$ cat config.mk
export PLATFORM = sky130hd
export DESIGN_NAME = fnd_scan_ctrl
export DESIGN_NICKNAME = d
export VERILOG_FILES = /design/src/rtl/fnd_pkg.sv /design/src/rtl/fnd_seg_decoder.sv /design/src/rtl/fnd_scan_ctrl.sv
export SDC_FILE = /design/constraint.sdc
export NUM_CORES = 1
export LEC_CHECK = 0
export BUFFER_PORTS_ARGS = -buffer_cell sky130_fd_sc_hd__buf_2
export CORE_MARGIN = 4
export CORE_UTILIZATION = 57
export CTS_BUF_LIST = sky130_fd_sc_hd__clkbuf_16
export DETAILED_ROUTE_END_ITERATION = 8
export PLACE_DENSITY = 0.81
export SLEW_MARGIN = 10
export SYNTH_ARGS = -nofsm -noshare
export SYNTH_HDL_FRONTEND = slang
export SYNTH_HIERARCHICAL = 1
export SYNTH_SLANG_ARGS = --single-unit
$ cat constraint.sdc
create_clock -name clk -period 6.05 [get_ports clk]
set_input_delay 0.9075 -clock clk [delete_from_list [all_inputs] [get_ports clk]]
set_output_delay 0.9075 -clock clk [all_outputs]
set_load 0.01 [all_outputs]
$ cat src/rtl/fnd_pkg.sv
// Shared constants for the 4-digit common-anode FND scan path.
// Segment codes are active-low {dp, g..a} with the decimal point off.
package fnd_pkg;

    localparam logic [7:0] SEG_0 = 8'hC0;
    localparam logic [7:0] SEG_1 = 8'hF9;
    localparam logic [7:0] SEG_2 = 8'hA4;
    localparam logic [7:0] SEG_3 = 8'hB0;
    localparam logic [7:0] SEG_4 = 8'h99;
    localparam logic [7:0] SEG_5 = 8'h92;
    localparam logic [7:0] SEG_6 = 8'h82;
    localparam logic [7:0] SEG_7 = 8'hF8;
    localparam logic [7:0] SEG_8 = 8'h80;
    localparam logic [7:0] SEG_9 = 8'h90;
    localparam logic [7:0] SEG_A = 8'h88;
    localparam logic [7:0] SEG_B = 8'h83;
    localparam logic [7:0] SEG_C = 8'hC6;
    localparam logic [7:0] SEG_D = 8'hA1;
    localparam logic [7:0] SEG_E = 8'h86;
    localparam logic [7:0] SEG_F = 8'h8E;

    localparam logic [7:0] SEG_BLANK = 8'hFF;
    localparam logic [3:0] COM_OFF   = 4'b1111;

    // Active-low digit enable: only bit idx is driven low.
    function automatic logic [3:0] digit_onehot_n(input logic [1:0] idx);
        return ~(4'b0001 << idx);
    endfunction

endpackage

$ cat src/rtl/fnd_seg_decoder.sv
// Combinational hex nibble to active-low g..a segment pattern.
module fnd_seg_decoder
    import fnd_pkg::*;
(
    input  logic [3:0] i_nibble,
    output logic [6:0] o_seg
);

    always_comb begin
        o_seg = SEG_BLANK[6:0];
        case (i_nibble)
            4'h0: o_seg = SEG_0[6:0];
            4'h1: o_seg = SEG_1[6:0];
            4'h2: o_seg = SEG_2[6:0];
            4'h3: o_seg = SEG_3[6:0];
            4'h4: o_seg = SEG_4[6:0];
            4'h5: o_seg = SEG_5[6:0];
            4'h6: o_seg = SEG_6[6:0];
            4'h7: o_seg = SEG_7[6:0];
            4'h8: o_seg = SEG_8[6:0];
            4'h9: o_seg = SEG_9[6:0];
            4'hA: o_seg = SEG_A[6:0];
            4'hB: o_seg = SEG_B[6:0];
            4'hC: o_seg = SEG_C[6:0];
            4'hD: o_seg = SEG_D[6:0];
            4'hE: o_seg = SEG_E[6:0];
            4'hF: o_seg = SEG_F[6:0];
            default: o_seg = SEG_BLANK[6:0];
        endcase
    end

endmodule

$ cat src/rtl/fnd_scan_ctrl.sv
// Four-digit multiplexed 7-segment scan controller with per-frame input latching,
// leading-zero blanking, per-digit decimal point and per-digit blink.
module fnd_scan_ctrl
    import fnd_pkg::*;
#(
    parameter int CLK_HZ   = 100_000_000,
    parameter int SCAN_HZ  = 4_000,
    parameter int BLINK_HZ = 2
) (
    input  logic        clk,
    input  logic        reset_p,
    input  logic [15:0] value,
    input  logic [3:0]  dp_mask,
    input  logic [3:0]  blink_mask,
    input  logic        blank_lz,
    output logic [3:0]  com,
    output logic [7:0]  seg_7,
    output logic        frame_done
);

    localparam int SCAN_DIV   = CLK_HZ / SCAN_HZ;
    localparam int BLINK_HALF = CLK_HZ / (2 * BLINK_HZ);
    localparam int SCAN_W     = $clog2(SCAN_DIV);
    localparam int BLINK_W    = (BLINK_HALF > 1) ? $clog2(BLINK_HALF) : 1;

    localparam logic [SCAN_W-1:0]  SCAN_LAST  = SCAN_W'(SCAN_DIV - 1);
    localparam logic [BLINK_W-1:0] BLINK_LAST = BLINK_W'(BLINK_HALF - 1);

    logic [SCAN_W-1:0]  r_scan_cnt;
    logic [1:0]         r_idx;
    logic [BLINK_W-1:0] r_blink_cnt;
    logic               r_blink_phase;
    logic [15:0]        r_sh_value;
    logic [3:0]         r_sh_dp;
    logic [3:0]         r_sh_blink;
    logic               r_sh_blank_lz;
    logic [3:0]         r_com;
    logic [7:0]         r_seg;
    logic               r_frame_done;

    logic               w_scan_wrap;
    logic               w_frame_end;
    logic               w_blink_wrap;
    logic [3:0]         w_nibble;
    logic [6:0]         w_seg_hex;
    logic               w_lz_blank;
    logic               w_blink_blank;
    logic [7:0]         w_seg_nxt;

    assign w_scan_wrap  = (r_scan_cnt == SCAN_LAST);
    assign w_frame_end  = w_scan_wrap && (r_idx == 2'd3);
    assign w_blink_wrap = (r_blink_cnt == BLINK_LAST);

    always_ff @(posedge clk or posedge reset_p) begin
        if (reset_p) begin
            r_scan_cnt <= '0;
            r_idx      <= 2'd0;
        end else if (w_scan_wrap) begin
            r_scan_cnt <= '0;
            r_idx      <= r_idx + 2'd1;
        end else begin
            r_scan_cnt <= r_scan_cnt + 1'b1;
        end
    end

    // Blink timebase free-runs; it is deliberately not aligned to the frame.
    always_ff @(posedge clk or posedge reset_p) begin
        if (reset_p) begin
            r_blink_cnt   <= '0;
            r_blink_phase <= 1'b1;
        end else if (w_blink_wrap) begin
            r_blink_cnt   <= '0;
            r_blink_phase <= ~r_blink_phase;
        end else begin
            r_blink_cnt <= r_blink_cnt + 1'b1;
        end
    end

    always_ff @(posedge clk or posedge reset_p) begin
        if (reset_p) begin
            r_sh_value    <= 16'h0000;
            r_sh_dp       <= 4'b0000;
            r_sh_blink    <= 4'b0000;
            r_sh_blank_lz <= 1'b0;
            r_frame_done  <= 1'b0;
        end else begin
            r_frame_done <= w_frame_end;
            if (w_frame_end) begin
                r_sh_value    <= value;
                r_sh_dp       <= dp_mask;
                r_sh_blink    <= blink_mask;
                r_sh_blank_lz <= blank_lz;
            end
        end
    end

    assign w_nibble = r_sh_value[{r_idx, 2'b00} +: 4];

    fnd_seg_decoder u_dec (
        .i_nibble (w_nibble),
        .o_seg    (w_seg_hex)
    );

    // A digit is a leading zero when it and every digit to its left are zero.
    always_comb begin
        w_lz_blank = 1'b0;
        case (r_idx)
            2'd3: w_lz_blank = (r_sh_value[15:12] == 4'h0);
            2'd2: w_lz_blank = (r_sh_value[15:8]  == 8'h00);
            2'd1: w_lz_blank = (r_sh_value[15:4]  == 12'h000);
            default: w_lz_blank = 1'b0;
        endcase
        w_lz_blank = w_lz_blank && r_sh_blank_lz;
    end

    assign w_blink_blank = !r_blink_phase && r_sh_blink[r_idx];

    always_comb begin
        w_seg_nxt = {~r_sh_dp[r_idx], w_seg_hex};
        if (w_lz_blank || w_blink_blank)
            w_seg_nxt = SEG_BLANK;
    end

    always_ff @(posedge clk or posedge reset_p) begin
        if (reset_p) begin
            r_com <= COM_OFF;
            r_seg <= SEG_BLANK;
        end else begin
            r_com <= digit_onehot_n(r_idx);
            r_seg <= w_seg_nxt;
        end
    end

    assign com        = r_com;
    assign seg_7      = r_seg;
    assign frame_done = r_frame_done;

endmodule

### Word-level counts from Yosys, hierarchy flattened

Memory sizes are Yosys's and may differ from the RTL's.
Cells that the tools add are included.

| cells by class | value |
|---|---|
| shifts and indexed selects | 2 |
| $add $sub $neg | 3 |
| multiplexer cells | 8 |
| $lt $le $gt $ge | 1 |
| reduce and logical (&&, ||, !) cells | 8 |
| equal/unequal tests | 5 |
| bitwise logic cells | 3 |

Operators by type and width:

| cell | number |
|---|---|
| adder 25 x 1 -> 25 bit, second input constant | 1 |
| == test 25 bit, second input constant | 1 |
| two-way mux 25 bit | 1 |
| indexed part select 16 x 5 -> 4 bit | 1 |
| adder 15 x 1 -> 15 bit, second input constant | 1 |
| == test 15 bit, second input constant | 1 |
| two-way mux 15 bit | 1 |
| logical NOT 12 bit | 1 |
| logical NOT 8 bit | 1 |
| two-way mux 8 bit | 1 |
| binary-select mux 1 bit (select 2 bit) | 2 |
| == test 2 bit, second input constant | 2 |
| logical NOT 4 bit | 1 |
| NOT 4 bit | 1 |
| << shifter 1 x 2 -> 4 bit, first input constant | 1 |
| logical AND 1 bit | 3 |
| less-than comparator 2 x 3 -> 1 bit, second input constant | 1 |
| case mux 1 bit (3 select lines) | 1 |
| adder 2 x 1 -> 2 bit, second input constant | 1 |
| == test 2 x 1 -> 1 bit, second input constant | 1 |
| two-way mux 1 bit | 2 |
| NOT 1 bit | 2 |
| logical NOT 1 bit | 1 |
| logical OR 1 bit | 1 |

| storage, ports and cells | value |
|---|---|
| output and inout port bits | 13 |
| register bits after elaboration | 81 |
| memory bits (read-only) | 112 |
| input port bits | 27 |
| memories kept | 1 |

Memories:

| memory | words | bits a word | read ports | clocked after memory_dff | wr ports | line | RTL |
|---|---|---|---|---|---|---|---|
| (no name shown) | 16 | 7 | 1 | 0 | 0 | fnd_seg_decoder.sv:11 | `case (i_nibble)` |

### Depth between registers and ports, before layout

Gate-level depths: netlist of run 1.

| logic depth | value |
|---|---|
| depth in word-level cells | 5 |
| depth in mapped cells | 9 |

### By module

The synthesis of run 1 kept the hierarchy.

By module, submodules not included:

| module | times used | cells each | area an instance (um^2) |
|---|---|---|---|
| fnd_scan_ctrl | 1 | 314 | 3729.8 |
| fnd_seg_decoder | 1 | 33 | 274.0 |

### Least setup slack after synthesis of run 1

OpenSTA, ideal clock, no wires.

| timing path | value |
|---|---|
| kind | register -> register |
| start point | register r_idx[1] |
| end point | register r_seg[3] (netlist: seg_7[3]) |
| slack | 3.751 ns |
| data required time | 5.955 ns |
| arrival time | 2.204 ns |
| path buffers | 1 |
| setup time | 0.095 ns |
| cell stages (with the launch flop) | 9 |
| cells stage by stage | dfrtp_1 clkbuf_1 mux4_2 inv_1 ha_1 inv_1 mux4_1 nor2_1 o21ai_0 |

RTL lines:

| what | line | RTL |
|---|---|---|
| start, declared | fnd_scan_ctrl.sv:30 | `logic [1:0] r_idx;` |
| start signal, assigned | fnd_scan_ctrl.sv:60 | `r_idx <= r_idx + 2'd1;` |
| indexed part select 16 x 5 -> 4 bit | fnd_scan_ctrl.sv:97 | `assign w_nibble = r_sh_value[{r_idx, 2'b00} +: 4];` |
| named net w_nibble[0] | fnd_scan_ctrl.sv:44 | `logic [3:0] w_nibble;` |
| memory read (16 x 7 bit) | - |  |
| named net w_seg_hex[3] | fnd_scan_ctrl.sv:45 | `logic [6:0] w_seg_hex;` |
| two-way mux 8 bit | fnd_scan_ctrl.sv:120 | `if (w_lz_blank \|\| w_blink_blank)` |
| named net w_seg_nxt[3] | fnd_scan_ctrl.sv:48 | `logic [7:0] w_seg_nxt;` |
| end signal, assigned | fnd_scan_ctrl.sv:130 | `r_seg <= w_seg_nxt;` |
| end, declared | fnd_scan_ctrl.sv:38 | `logic [7:0] r_seg;` |

The timed path passes the listed nets, and every way through them passes these cells. The select of a mux whose other input is x is not followed.
A chain may end at the register's enable or synchronous reset.

### Worst setup path after layout of run 1

| timing path | value |
|---|---|
| start point | register r_scan_cnt[4] |
| end point | register r_sh_value[14] |

| on the way | value |
|---|---|
| cells in the longest elaborated chain, start to end | 2 |

RTL lines:

| what | line | RTL |
|---|---|---|
| start, declared | fnd_scan_ctrl.sv:29 | `logic [SCAN_W-1:0] r_scan_cnt;` |
| start signal, assigned | fnd_scan_ctrl.sv:62 | `r_scan_cnt <= r_scan_cnt + 1'b1;` |
| == test 15 bit | fnd_scan_ctrl.sv:50 | `assign w_scan_wrap = (r_scan_cnt == SCAN_LAST);` |
| logical AND 1 bit | fnd_scan_ctrl.sv:51 | `assign w_frame_end = w_scan_wrap && (r_idx == 2'd3);` |
| end signal, assigned | fnd_scan_ctrl.sv:89 | `r_sh_value <= value;` |
| end, declared | fnd_scan_ctrl.sv:33 | `logic [15:0] r_sh_value;` |

No other way between the ends.

==> out/metrics.cfg, run 1 <==
[run_status]
outcome = finished clean

[floorplanning]
num_rows = 30
fp.dieW_um = 91.81
ios = 40
die_y_um = 91.81
coreArea_um2 = 6794
dieArea_um2 = 8429
initial_core_util_pct = 58.93

[grt]
grt_overflow = 0
first_global_vias = 2928
grt_pass1_wl_mm = 14.23
antenna_found_initial = 0
grt_max_degree = 82
grt_use_total_pct = 21.27

[power_and_ir_drop]
peakVddDrop_mv = 0.2020
total_power_w = 0.001203
p_leak_nw = 1.995
powerDensity_nw_per_um2 = 263.1
p_int_w = 0.0009439
seqPwrFrac_pct = 47.0
netSwitchingFraction_pct = 21.56
comb_power_share_pct = 4.7
p_switching_w = 0.0002594
clkPwrFrac_pct = 48.3

[yosys]
syn_avg_cell_area_um2 = 11.54
ys_seq_area_share_pct = 51.03
yosysWarnings = 6
synth_cell_type_count = 46
synth_edf_count = 0
synth_ff_type = dfrtp_1
yosysMostFrequentCell = dfrtp_1
synthTopCellsByArea = dfrtp_1 (43%), dfstp_2 (8.5%), mux2_1 (5.3%)
synth_seq_cells = 81
synth_cells = 347
synth_top_area_share_pct = 42.50
syn_nets = 388
yosys.area.top_type = dfrtp_1
syn-cell-area_um2 = 4004
ys_async_sr_fraction_pct = 100.0
synth_commonest_cells = dfrtp_1 (68), nor2_1 (28), mux2_1 (19)

[placement]
routabilityCongestion = 0.8400
io_buffer_count = 39
hpwl_mm = 5.525

[worst_setup_path]
r2r_start = r_scan_cnt[4]
slowest_stage = nor4_4
crit_arrival_ns = 2.95
worstSetupPathType = flip-flop to flip-flop
crit_required_ns = 6.26
rr_endpoint = r_sh_value[14]
reg2regPathDepth = 4
startpoint_type = flip-flop
r2r_setup_slack_ns = 3.31
crit_fanout = 26
worstPathCellList = or4_4 -> nor4_4 -> nand2_2 -> mux2_1
end_kind = flip-flop
cp_slowest_stage_delay_ns = 0.63

[cts]
clkTransAtPathRegs_ns = 0.06
cts.path.max_buffers = 2
clock-root-buffer = clkbuf_16
cts.htree.levels = 3
cts_resized = 0
postCtsSetupRepairBufs = 0
insertion_delay_ns = 0.33
cts_hold_buf = 0
tritoncts = built
cts_sinks = 81
cts_buffers = 9

[route]
ant_nets = 0
drc = 0
first_iter_violations = 191
drt_pass1_iterations = 4
vias = 2800
post_drt_wl_per_cell_um = 16.93
viasPerCell = 5.761
wirelength_mm = 8.229

[sta]
fin_crit_sh_pct = 45.28
setup_tns_ns = 0
worst_pin_slew_ns = 0.9910
slew_violations = 0
rsz0062_at_grt = no
finalHoldViolCount = 0
max_freq_mhz = 365.0
min_period_ns = 2.740
slew_headroom_pct = 33.94
finalClockSkew_ns = 0.004809
setup_viol = 0

[cells_and_area]
layout-drive-gt1-share_pct = 23.08
nets = 426
syn_to_final_growth_pct = 14.22
antenna_cells = 0
nFillCells = 497

[worst_hold_path]
hp-start = r_scan_cnt[10]
holdPathEnd = r_scan_cnt[10]
hold_path.class = flip-flop to flip-flop
hold_path_depth = 1

[run]
maxCapViolations = 0

==> metrics by stage <==
stage	setup slack, ns	instance area (µm²)	hold WS (ns)	cells	utilization, %
after global routing	3.145	4573	0.5214	486	67.31
final	3.310	4573	0.5031	486	67.31
after CTS	3.306	4573	0.5064	486	67.31
after floorplan	3.084	4004	0.4552	347	-
after global placement	3.392	4254	0.4683	470	62.62
after detailed placement	3.323	4254	0.4893	470	62.62
==> worst max-delay path, delay by kind of cell (launching register included) <==
family | cells | cell delay [ns]
DFF | 1 | 0.41
muxes | 1 | 0.48
and+or+nand+nor | 3 | 1.72
==> placed cells by master (no fill, tap or decap), types with 3 or more instances in the layout <==
master,synthesis,layout
or3_1,4,4
dfstp_2,13,13
mux2_2,6,6
dfrtp_1,68,68
mux2_1,19,19
mux4_2,6,6
nand3_1,18,18
o21ai_0,13,13
o31ai_1,6,6
clkbuf_16,0,9
nand4_1,14,14
or4_1,6,6
and4_1,6,6
ha_1,14,14
mux2i_1,3,3
nand2_1,14,14
xnor2_1,14,14
a21oi_1,12,12
buf_2,2,39
nor4_1,6,6
inv_1,18,17
and3_1,4,4
xor2_1,13,13
nor2_1,28,28
nor2b_1,4,4
==> cells by family after synthesis <==
kind of cell,Yosys count,share of synthesized area [%]
and+or+nand+nor,119,17.09
DFF,81,51.03
AOI/OAI and AO/OA,39,5.875
muxes,36,12.19
buffers and inverters,31,3.531
xor gates and xnor gates,27,5.906
adders and majority gates,14,4.375
==> worst max-delay path by stage <==
stage                   from        endpoint  slack, ns  cells past startpoint
3_3_place_gp   r_scan_cnt[4]   r_sh_value[8]       3.39                      4
3_5_place_dp   r_scan_cnt[4]  r_sh_value[15]       3.32                      4
2_1_floorplan        reset_p      frame_done       3.08                      1
5_1_grt        r_scan_cnt[4]  r_sh_value[14]       3.14                      4
6_report       r_scan_cnt[4]  r_sh_value[14]       3.31                      4
4_1_cts        r_scan_cnt[4]  r_sh_value[14]       3.31                      4
==> routing by layer <==
metal	up-vias	share of wire (%)	track usage (%)
li1	1318	-	-
met4	0	2.1	8.292
met5	-	0	0
met2	59	52	35.67
met3	15	3.6	4.430
met1	1408	42	27.09
==> flip-flops by register name (all words and copies together), names as in the netlist <==
signal / count
r_blink_phase: 1
frame_done: 1
r_scan_cnt: 15
r_sh_blank_lz: 1
r_idx: 2
com: 4
r_blink_cnt: 25
r_sh_blink: 4
r_sh_value: 16
seg_7: 8
r_sh_dp: 4
==> power groups by stage <==
stage	combinational (W)	clock, W	sequential (W)
2_1_floorplan	0.0000347	0	0.000574
4_1_cts	0.0000580	0.000585	0.000565
5_1_grt	0.0000634	0.000614	0.000566
6_report	0.0000568	0.000581	0.000565
3_5_place_dp	0.0000572	0	0.000574
3_3_place_gp	0.0000547	0	0.000573
==> area by class of cell <==
type,instances,area [µm²],area share (%)
sequential,81,2043,44.68
multi-input combinational,235,1819,39.78
clock buffer,9,225.2,4.925
timing repair buffer,40,202.7,4.432
tap,96,120.1,2.627
clock inverter,7,93.84,2.052
inverter,18,68.82,1.505
Power figures use the tool's default switching activity.
==> inputs of run 2 (changes only) <==
Settings changed: ABC_AREA set to 1.
Clock period 6.05 ns to 2.6 ns, I/O delays scaled along.
==> run 2 against run 1 <==
  * Flip-flop and latch count unchanged
  * Power grew 130%
  * Worst setup slack got worse by 3.0 ns
  * Fmax is 18% higher
  * Via count increased by 35%
  * Combinational power is 18% lower
  * Area after synthesis increased by 8.8%
  * Synthesized cell count is 68% higher
  * Critical path type unchanged
  * Critical endpoint is now seg_7[3]
  * Largest cell class unchanged
  * Highest routed layer unchanged
==> out/metrics.cfg, run 2 <==
[worst_setup_path]
startpoint = r_idx[0]
critPathBufInv = 3
worstPathCellList = clkinvlp_4 -> o21ai_0 -> o22ai_1 -> inv_1 -> ha_1 -> nand2_1 -> nand3_1 -> nand2_1 -> inv_1 -> nand3_1
rr_endpoint = seg_7[3]
r2r_start = r_idx[0]
cp_top_family = flip-flops
worstSetupPathType = flip-flop to flip-flop
reg2regPathDepth = 10
cp_slowest_stage_delay_ns = 0.63
r2r_setup_slack_ns = 0.27
crit_arrival_ns = 2.59
startpoint_type = flip-flop
slowest_stage = dfrtp_1
crit_fanout = 16
crit_required_ns = 2.87
end_kind = flip-flop
cp.depth = 10
endpoint = seg_7[3]

[cts]
cts_sinks = 81
clkTransAtPathRegs_ns = 0.07
insertion_delay_ns = 0.33
cts.path.max_buffers = 2
postCtsSetupRepairBufs = 0
tritoncts = built
cts.htree.levels = 3
cts_buffers = 9
clock-root-buffer = clkbuf_16

[route]
post_drt_wl_per_cell_um = 12.95
viasPerCell = 5.172
ant_nets = 0
drc = 0
wirelength_mm = 9.494
drt_pass1_iterations = 4
first_iter_violations = 230
vias = 3791

[placement]
io_buffer_count = 39
routabilityCongestion = 0.9201
post-place-ws_ns = 0.2538
hpwl_mm = 6.856

[yosys]
yosysWarnings = 6
syn-cell-area_um2 = 4354
syn_nets = 624
synth_cell_type_count = 30
yosysMostFrequentCell = nand2_1
yosys.area.top_type = dfrtp_1
ys_seq_area_share_pct = 46.93
syn_avg_cell_area_um2 = 7.469
synth_ff_type = dfrtp_1
synthTopCellsByArea = dfrtp_1 (39%), nand2_1 (17%), dfstp_2 (7.8%)
synth_cells = 583
ys_async_sr_fraction_pct = 100.0
synth_edf_count = 0
synth_top_area_share_pct = 39.08
synth_seq_cells = 81
synth_commonest_cells = nand2_1 (200), nor2_1 (88), inv_1 (73)

[floorplanning]
initial_core_util_pct = 59.40
ios = 40
die_y_um = 95.40
num_rows = 31
fp.dieW_um = 95.40
coreArea_um2 = 7331
dieArea_um2 = 9101

[sta]
finalClockSkew_ns = 0.009143
rsz0062_at_grt = no
fin_crit_sh_pct = 89.50
finalHoldViolCount = 0
slew_violations = 0
slew_headroom_pct = 54.83
worst_pin_slew_ns = 0.6767
max_freq_mhz = 429.7
timing.final.ws_setup_ns = 0.2731
setup_viol = 0
setup_tns_ns = 0
min_period_ns = 2.327
holdWs_ns = 0.1347

[run_status]
outcome = finished clean

[cells_and_area]
fin_util_pct = 68.22
multi_input_area_um2 = 1961
reg_top3 = r_blink_cnt (25), r_sh_value (16), r_scan_cnt (15)
syn_to_final_growth_pct = 14.86
final_common_cell = nand2_1
top_register = r_blink_cnt
nFillCells = 594
final_cell_mix = nand2_1 (200), nor2_1 (88), inv_1 (71)
regArea_um2 = 2043
largest_reg_flops = 25
antenna_cells = 0
layout-drive-gt1-share_pct = 13.25
nets = 670

[worst_hold_path]
hold_path.class = input pin to asynchronous set/reset pin

[power_and_ir_drop]
total_power_w = 0.002710
powerDensity_nw_per_um2 = 542.0
peakVddDrop_mv = 0.3594
p_leak_nw = 2.454

[grt]
grt_pass1_wl_mm = 16.74
grt_use_total_pct = 23.22
grt_overflow = 0
grt_max_degree = 44
antenna_found_initial = 0
first_global_vias = 3832

[run]
maxCapViolations = 0

-- run 2: changes by cell type after synthesis, sizes merged, moves of 7 or more --
cell	change
a21oi	-10
inv	+57
mux2	-26
mux4	-7
nand2	+186
nand3	+20
nor2	+62
nor3	+11
nor4	-8
o21ai	+7
or4	-7
xnor2	-12
-- run 2: layout make-up --
cell class                 instances  share of cell area (%)
tap                               99                   2.477
inverter                          76                   5.829
multi-input combinational        417                   39.20
timing repair buffer              44                   4.904
clock inverter                     7                   2.227
sequential                        81                   40.86
clock buffer                       9                   4.503
-- run 2: worst min-delay path by stage --
stage              startpoint               to  slack [ns]  depth (start not counted)
4_1_cts               reset_p    r_sh_value[0]        0.15                          2
5_1_grt               reset_p   r_blink_cnt[5]        0.19                          2
6_report              reset_p  r_blink_cnt[13]        0.13                          2
3_3_place_gp   r_blink_cnt[0]   r_blink_cnt[0]        0.44                          1
3_5_place_dp   r_blink_cnt[0]   r_blink_cnt[0]        0.45                          1
2_1_floorplan  r_blink_cnt[0]   r_blink_cnt[0]        0.43                          1
-- run 2: power breakdown --
group	internal (W)	switching, W	leakage (nW)
sequential	0.00126	0	0.927
clock	0.000859	0.000544	0.163
combinational	0.0000167	0.0000296	1.36
total	0.00214	0.000573	2.45
-- run 2: logic make-up (layout without fill, tap and decap cells) --
kind of cell	after synthesis	in the layout	share of synthesized area, %
AO/OA/AOI/OAI	29	29	3.592
buffers and inverters	85	136	8.046
AND/OR/NAND/NOR	355	355	33.59
XOR/XNOR	19	19	3.822
adder cells (fa/ha/maj)	14	14	4.023
flip-flops	81	81	46.93
-- run 2: stage by stage --
stage / cells / area [µm²]
6_report: 733 / 5001
5_1_grt: 733 / 5001
4_1_cts: 733 / 4997
3_5_place_dp: 717 / 4661
3_3_place_gp: 717 / 4661
2_1_floorplan: 583 / 4354
-- run 2: timing repair --
action,in CTS,in global routing
setup endpoints to repair,0,2
hold buffers,0,0
gates resized for setup,0,1
-- run 2: metal layers --
| metal | global-route usage [%] | wire length, µm | vias to the layer above |
|---|---|---|---|
| met5 | 0 | 0 | - |
| met4 | 9.123 | 140 | 0 |
| met3 | 5.051 | 496 | 20 |
| met2 | 37.08 | 4566 | 102 |
| met1 | 30.90 | 4291 | 1772 |
| li1 | - | - | 1897 |
